File: src/rtl/i2c_txn_arbiter.sv
// Two-requester round-robin front end for a single i2c_controller.
// Latches the winning command onto the controller inputs, follows the
// controller's ready bit through launch, run and idle qualification, and
// recovers a hung controller with a pulsed active-low reset.
module i2c_txn_arbiter #(
  parameter int IDLE_QUAL = 256,
  parameter int START_TO  = 1024,
  parameter int XFER_TO   = 65535,
  parameter int RST_HOLD  = 4
) (
  input  logic        i_clk,
  input  logic        i_rst,
  input  logic [1:0]  i_req,
  input  logic [1:0]  i_rw,
  input  logic [13:0] i_dev_addr,
  input  logic [15:0] i_reg_addr,
  input  logic [15:0] i_w_data,
  output logic [1:0]  o_gnt,
  output logic [1:0]  o_done,
  output logic [1:0]  o_err,
  output logic [7:0]  o_rd_data,
  output logic [6:0]  o_i2c_dev_addr,
  output logic [7:0]  o_i2c_reg_addr,
  output logic [7:0]  o_i2c_w_data,
  output logic [31:0] o_i2c_ctrl,
  output logic        o_i2c_rst_n,
  input  logic [31:0] i_i2c_status,
  input  logic [7:0]  i_i2c_rd_data
);

  localparam int TMAX = (XFER_TO > START_TO) ? XFER_TO : START_TO;
  localparam int TW   = $clog2(TMAX + 1);
  localparam int QW   = $clog2(IDLE_QUAL + 1);
  localparam int HW   = $clog2(RST_HOLD + 1);

  localparam logic [2:0] S_IDLE    = 3'd0;
  localparam logic [2:0] S_LAUNCH  = 3'd1;
  localparam logic [2:0] S_RUN     = 3'd2;
  localparam logic [2:0] S_QUAL    = 3'd3;
  localparam logic [2:0] S_DONE    = 3'd4;
  localparam logic [2:0] S_RECOVER = 3'd5;

  logic [2:0]    state_q, state_d;
  logic [1:0]    gnt_q, gnt_d;
  logic          win_q, win_d;
  logic          last_q, last_d;       // index granted most recently
  logic [1:0]    done_q, done_d;
  logic [1:0]    err_q, err_d;
  logic [7:0]    rd_data_q, rd_data_d;
  logic [6:0]    dev_q, dev_d;
  logic [7:0]    reg_q, reg_d;
  logic [7:0]    wdat_q, wdat_d;
  logic          en_q, en_d;
  logic          rw_q, rw_d;
  logic          rst_n_q, rst_n_d;
  logic [HW-1:0] hold_q, hold_d;
  logic [TW-1:0] timer_q, timer_d;
  logic [QW-1:0] qual_q, qual_d;
  logic          sync1_q, sync2_q;
  logic          rst_n_cd;
  logic [HW-1:0] hold_cd;
  logic          win_sel;
  logic          ready;
  logic          unused_status;

  assign ready         = sync2_q;
  assign unused_status = ^i_i2c_status[31:1];

  // Count down an active controller-reset pulse; releases after RST_HOLD cycles.
  always_comb begin
    rst_n_cd = rst_n_q;
    hold_cd  = hold_q;
    if (!rst_n_q) begin
      if (hold_q == '0) rst_n_cd = 1'b1;
      else              hold_cd  = hold_q - HW'(1);
    end
  end

  // Arbitration and transaction-tracking state machine.
  always_comb begin
    state_d   = state_q;
    gnt_d     = gnt_q;
    win_d     = win_q;
    last_d    = last_q;
    done_d    = 2'b00;
    err_d     = 2'b00;
    rd_data_d = rd_data_q;
    dev_d     = dev_q;
    reg_d     = reg_q;
    wdat_d    = wdat_q;
    en_d      = en_q;
    rw_d      = rw_q;
    rst_n_d   = rst_n_cd;
    hold_d    = hold_cd;
    timer_d   = timer_q;
    qual_d    = qual_q;
    win_sel   = 1'b0;
    case (state_q)
      S_IDLE: begin
        // Hold off new work while a controller reset pulse is still active.
        if (rst_n_q && (i_req != 2'b00)) begin
          win_sel   = (i_req == 2'b11) ? ~last_q : i_req[1];
          win_d     = win_sel;
          gnt_d     = win_sel ? 2'b10 : 2'b01;
          dev_d     = win_sel ? i_dev_addr[13:7] : i_dev_addr[6:0];
          reg_d     = win_sel ? i_reg_addr[15:8] : i_reg_addr[7:0];
          wdat_d    = win_sel ? i_w_data[15:8]   : i_w_data[7:0];
          rw_d      = i_rw[win_sel];
          en_d      = 1'b1;
          timer_d   = '0;
          state_d   = S_LAUNCH;
        end
      end
      S_LAUNCH: begin
        if (!ready) begin
          en_d    = 1'b0;
          timer_d = '0;
          state_d = S_RUN;
        end else if (timer_q == TW'(START_TO - 1)) begin
          state_d = S_RECOVER;
          en_d    = 1'b0;
          rst_n_d = 1'b0;
          hold_d  = HW'(RST_HOLD - 1);
        end else begin
          timer_d = timer_q + TW'(1);
        end
      end
      S_RUN, S_QUAL: begin
        // The transfer timer spans RUN and QUAL; a ready blip does not restart it.
        if (timer_q == TW'(XFER_TO - 1)) begin
          state_d = S_RECOVER;
          en_d    = 1'b0;
          rst_n_d = 1'b0;
          hold_d  = HW'(RST_HOLD - 1);
        end else begin
          timer_d = timer_q + TW'(1);
          if (state_q == S_RUN) begin
            if (ready) begin
              qual_d  = '0;
              state_d = S_QUAL;
            end
          end else if (!ready) begin
            state_d = S_RUN;
          end else if (qual_q == QW'(IDLE_QUAL - 1)) begin
            done_d  = gnt_q;
            if (rw_q) rd_data_d = i_i2c_rd_data;
            state_d = S_DONE;
          end else begin
            qual_d = qual_q + QW'(1);
          end
        end
      end
      S_DONE: begin
        gnt_d   = 2'b00;
        last_d  = win_q;
        state_d = S_IDLE;
      end
      S_RECOVER: begin
        if (hold_q == '0) begin
          done_d  = gnt_q;
          err_d   = gnt_q;
          state_d = S_DONE;
        end
      end
      default: state_d = S_IDLE;
    endcase
  end

  // State registers; a reset that interrupts a transaction also resets the controller.
  always_ff @(posedge i_clk) begin
    if (i_rst) begin
      state_q   <= S_IDLE;
      gnt_q     <= 2'b00;
      win_q     <= 1'b0;
      last_q    <= 1'b1;
      done_q    <= 2'b00;
      err_q     <= 2'b00;
      rd_data_q <= 8'h00;
      dev_q     <= 7'h00;
      reg_q     <= 8'h00;
      wdat_q    <= 8'h00;
      en_q      <= 1'b0;
      rw_q      <= 1'b0;
      timer_q   <= '0;
      qual_q    <= '0;
      sync1_q   <= 1'b0;
      sync2_q   <= 1'b0;
      if (state_q != S_IDLE) begin
        rst_n_q <= 1'b0;
        hold_q  <= HW'(RST_HOLD - 1);
      end else begin
        rst_n_q <= rst_n_cd;
        hold_q  <= hold_cd;
      end
    end else begin
      state_q   <= state_d;
      gnt_q     <= gnt_d;
      win_q     <= win_d;
      last_q    <= last_d;
      done_q    <= done_d;
      err_q     <= err_d;
      rd_data_q <= rd_data_d;
      dev_q     <= dev_d;
      reg_q     <= reg_d;
      wdat_q    <= wdat_d;
      en_q      <= en_d;
      rw_q      <= rw_d;
      timer_q   <= timer_d;
      qual_q    <= qual_d;
      sync1_q   <= i_i2c_status[0];
      sync2_q   <= sync1_q;
      rst_n_q   <= rst_n_d;
      hold_q    <= hold_d;
    end
  end

  assign o_gnt          = gnt_q;
  assign o_done         = done_q;
  assign o_err          = err_q;
  assign o_rd_data      = rd_data_q;
  assign o_i2c_dev_addr = dev_q;
  assign o_i2c_reg_addr = reg_q;
  assign o_i2c_w_data   = wdat_q;
  assign o_i2c_ctrl     = {28'h0000000, 2'b00, rw_q, en_q};
  assign o_i2c_rst_n    = rst_n_q;

endmodule
File: config.mk
export PLATFORM = sky130hd
export DESIGN_NAME = i2c_txn_arbiter
export DESIGN_NICKNAME = d
export VERILOG_FILES = /design/src/rtl/i2c_txn_arbiter.sv
export SDC_FILE = /design/constraint.sdc
export NUM_CORES = 1
export LEC_CHECK = 0
export CAP_MARGIN = 20
export CORE_ASPECT_RATIO = 0.6
export CORE_MARGIN = 2
export CORE_UTILIZATION = 35
export DETAILED_ROUTE_END_ITERATION = 10
export PLACE_DENSITY = 0.78
export SLEW_MARGIN = 20
export SYNTH_ARGS = -nofsm -noshare
export SYNTH_HDL_FRONTEND = slang
export SYNTH_SLANG_ARGS = --single-unit
File: constraint.sdc
create_clock -name i_clk -period 2.6 [get_ports i_clk]
set_input_delay 0.52 -clock i_clk [delete_from_list [all_inputs] [get_ports i_clk]]
set_output_delay 0.52 -clock i_clk [all_outputs]
set_load 0.01 [all_outputs]
==> results.md <==
- Pin placement for this block handled 162 I/O pins.
- The chip height is 86.1 um.
- The worst clock skew is 5.16 ps.
- In this run the standard cell core region covers 0.0107 mm^2.
- The worst path needs 2270 ps of the cycle, external delays included.
- In the final routed layout, each cell accounts on average for 14.4 um.
- The path type of the worst setup path is reg -> reg.
- The final global-route overflow total is 0.
- Once the clock tree was built, the resizer swapped 0 gates to a different size.
- The share of the Yosys chip area taken by registers is 38.2%.
- The maximum number of pins on one net before global-route repair is 51.
- The total stage count of the critical path is 7.
- The analysis attributes to cell leakage a power of 1.88 nW.
- The die is 141 um wide.
- The tool flagged a number of max-cap violations equal to 0.
- The number of setup violations in the final report is 0.
- The sort of element at the end of the critical path is a flop.
- By area the synthesized netlist is led by dfxtp_1 38%, mux2i_1 8.4%, buf_4 6.1%.
- The mean cell area of the mapped netlist is 8.88 um^2.
- The H-tree depth is 3.
- The worst setup path startpoint is qual_q[0].
- The clock latency at the later pin of the worst-skew pair is 330 ps.
- The congestion estimate from routability-driven global placement came to 0.908.
- Among all stages on the critical path, the largest delay is contributed by nor4b_2.
- At the pin with the least slew margin, the transition time is 607 ps.
- Summed over its instances, the top area cell type makes up 38.2% of the synthesized netlist area.
- Summing all multi-input logic gate instances after layout gives 0.00211 mm^2.
- After clock tree synthesis, the setup repair step added 0 buffers.
- For this run, the number of Yosys warnings is 0.
- In this run, distinct cell masters in the synthesized netlist total 69.
- The DRC violation count after routing is 0.
- After synthesis, the share of cell area in mux cells is 8.40%.
- The min-delay analysis places its worst path in the category reg -> reg.
- The adder and majority cell fraction of the synthesized area is 1.91%.
- VDD sags by at most 0.439 mV.
- For the worst setup path, the data required time is 2810 ps.
- The xor/xnor cell area share of the yosys netlist is 1.78%.
- Data on the critical path arrives at its endpoint at 2490 ps.
- The die covers 0.0121 mm^2.
- The number of enable flip-flop cells after synthesis is 0.
- The number of hold-slack violations in the final timing report was 0.
- Clock tree synthesis inserted a total of 9 buffers.
- The root buffer cell is clkbuf_16.
- Detailed routing inserted a total of 3,548 vias.
- In this run the remaining antenna-violating nets after routing total 0.
- The power density over cell area is 800 mW/mm^2.
- After synthesis the cells add up to 0.00393 mm^2.
- By area, the combinational part of the netlist is dominated by simple AND/OR/NAND/NOR gates.
- The first detailed-routing pass took 5 iterations.
- The filler cells instantiated in the layout total 971.
- In the synthesized netlist the async set-or-reset flop fraction comes to 0%.
- The HPWL after detailed placement is 7290 um.
- After clock tree synthesis, the clock-pin slew on the worst setup and hold paths is 60 ps.
- Traced cell by cell, the critical path runs through ha_1, and3_1, and3_1, ha_1, nor4b_2, nor3_1, a2111oi_0.
- The maximum single-stage delay on the critical path is 490 ps.
- The simple logic cell fraction of the synthesized area is 22.1%.
- The routed design has 9780 um of wire.
- In the synthesized netlist the dominant register cell turns out to be dfxtp_1.
- The post-detailed-route via-to-cell ratio is 5.23.
- Setup repair after global routing left no endpoint under its margin.
- The final period utilization is 87.5%.
- The number of antenna violations at the first check in global routing is 0.
- The starting density of the core is 36.6%.
- The synthesized instance count is 443.
- The maximum fanout encountered on the critical timing path is 4.
- The fraction of layout instances using a drive strength above 1 is 8.72%.
- The sort of element at the start of the critical path is a flop.
- The TritonCTS clock tree is done.
- The number of global-route vias before repair came to 3,282.
- The count of cells along the worst hold path is 1.
- The number of rows in the core area is 29.
- The first-pass GRT wire length is 15,900 um.
- Buffers placed on the I/O ports in this run total 100.
- Relative to the synthesized area, the layout overhead comes to 33.2%.
- Hold repair after CTS inserted 0 buffers.
- The final-stage net count is 632.
- The source of the worst hold timing path is sync1_q.
- The total routing resource utilization after global routing is 16.4%.
- In the synthesized netlist, the cells that appear most often are 75 x dfxtp_1, 57 x nor2_1, 33 x mux2i_1.
- The starting DRC count in detailed routing is 290.
- Once layout is done, the placed cells without fillers occupy 0.00524 mm^2.
- Setup total negative slack on the finished layout was measured at 0 ps.
- The startpoint of the most critical register-to-register path is qual_q[0].
- The count of pins over their slew limit is 0.
- The synthesized design spends more area on one cell type than any other, namely dfxtp_1.
- The worst slew margin relative to its limit is 59.2%.
- The number of sinks on the clock net is 75.
- Counting flops and latches in the post-synthesis netlist gives 75.
- The worst register-to-register path has a depth of 7.
- Yosys instantiated no cell more often than dfxtp_1.
- The number of antenna diodes in the final layout is 0.
- The maximum clock path buffer count is 2.
- Registers take 0.00150 mm^2.
- Static timing analysis puts the maximum clock frequency at 440 MHz.
- The instance area at placement is 0.00491 mm^2.
- The post-synthesis compound-gate area fraction is 16.1%.
- The buffers plus inverters on the worst setup path is 0.
- The top cell family by delay on the critical path is simple AND/OR/NAND/NOR gates.
- The flow ran to the end, and the final reports show no timing, DRC or antenna violations.
## metal layers
metal  track usage (%)  share of wire [%]  vias to the layer above
li1                  -                  -                     1728
met1              21.8                 44                     1648
met2              25.2                 46                      160
met3              5.30                8.7                       12
met4              5.55                1.1                        0
met5                 0                  0                        -
## through the flow
stage | instances | total power [W] | setup WS (ps) | hold slack [ps] | util (%)
final | 678 | 0.00419 | 326 | 440 | 48.8
after global routing | 678 | 0.00443 | 50.0 | 454 | 48.8
after CTS | 678 | 0.00422 | 305 | 443 | 48.8
after detailed placement | 662 | 0.00286 | 205 | 428 | 45.7
after global placement | 662 | 0.00281 | 309 | 424 | 45.7
after floorplan | 472 | 0.00233 | 612 | 414 | -
## flip-flops by register name, summed over array words and instances, names as in the netlist, 3 cells and up
register	cells
o_i2c_w_data	8
o_i2c_reg_addr	8
state_q	3
hold_q	3
timer_q	16
qual_q	9
o_rd_data	8
o_i2c_dev_addr	7
## layout by cell type (no fill, tap or decap), types with 2 or more instances in the layout
cell / instances
or2_2: 3
nand2_1: 22
nor4_1: 3
nand4bb_1: 2
nor4b_2: 2
conb_1: 30
clkdlybuf4s50_1: 99
and3_1: 5
a211oi_1: 26
a22oi_1: 3
o21ai_1: 2
mux2i_1: 33
a21oi_1: 16
and2_1: 2
bufinv_16: 2
nor2_1: 57
xor2_1: 6
buf_12: 2
o21ai_0: 12
nand2b_1: 5
nand4_1: 10
or4_1: 3
nand3_1: 8
a31oi_1: 10
nor2b_1: 5
or3_1: 2
clkbuf_16: 9
nor3_1: 12
inv_1: 9
a311oi_1: 3
nor4_2: 2
dfxtp_1: 75
buf_4: 7
xnor2_1: 2
clkinvlp_4: 2
a21o_1: 4
nand3b_1: 6
ha_1: 6
## power breakdown
| part | leakage (nW) | switching (W) | total [W] | internal, W |
|---|---|---|---|---|
| sequential | 0.611 | 0.000144 | 0.00149 | 0.00134 |
| clock | 0.155 | 0.000481 | 0.00135 | 0.000866 |
| combinational | 1.11 | 0.000705 | 0.00136 | 0.000658 |
| total | 1.88 | 0.00133 | 0.00419 | 0.00286 |
## worst paths after layout
kind	slack, ps	to
setup / recovery	330	state_q[1]
hold / removal	440	ready
setup reg to reg	330	state_q[1]
hold reg to reg	440	ready
## logic make-up (layout without fill, tap and decap cells)
logic type               count (synthesis)  in the layout
AND/OR/NAND/NOR                        161            161
AO/OA/AOI/OAI                           92             92
flip-flops                              75             75
buffers and inverters                   67            134
multiplexers                            33             33
XOR/XNOR                                 8              8
adder cells (fa/ha/maj)                  6              6
other                                    1             30
## layout make-up
type | count | share of cell area [%]
clock buffer | 10 | 4.56
clock inverter | 6 | 1.70
inverter | 9 | 0.645
multi-input combinational | 330 | 40.4
sequential | 75 | 28.7
tap | 139 | 3.32
timing repair buffer | 109 | 20.8
(Power assumes the default switching activity.)
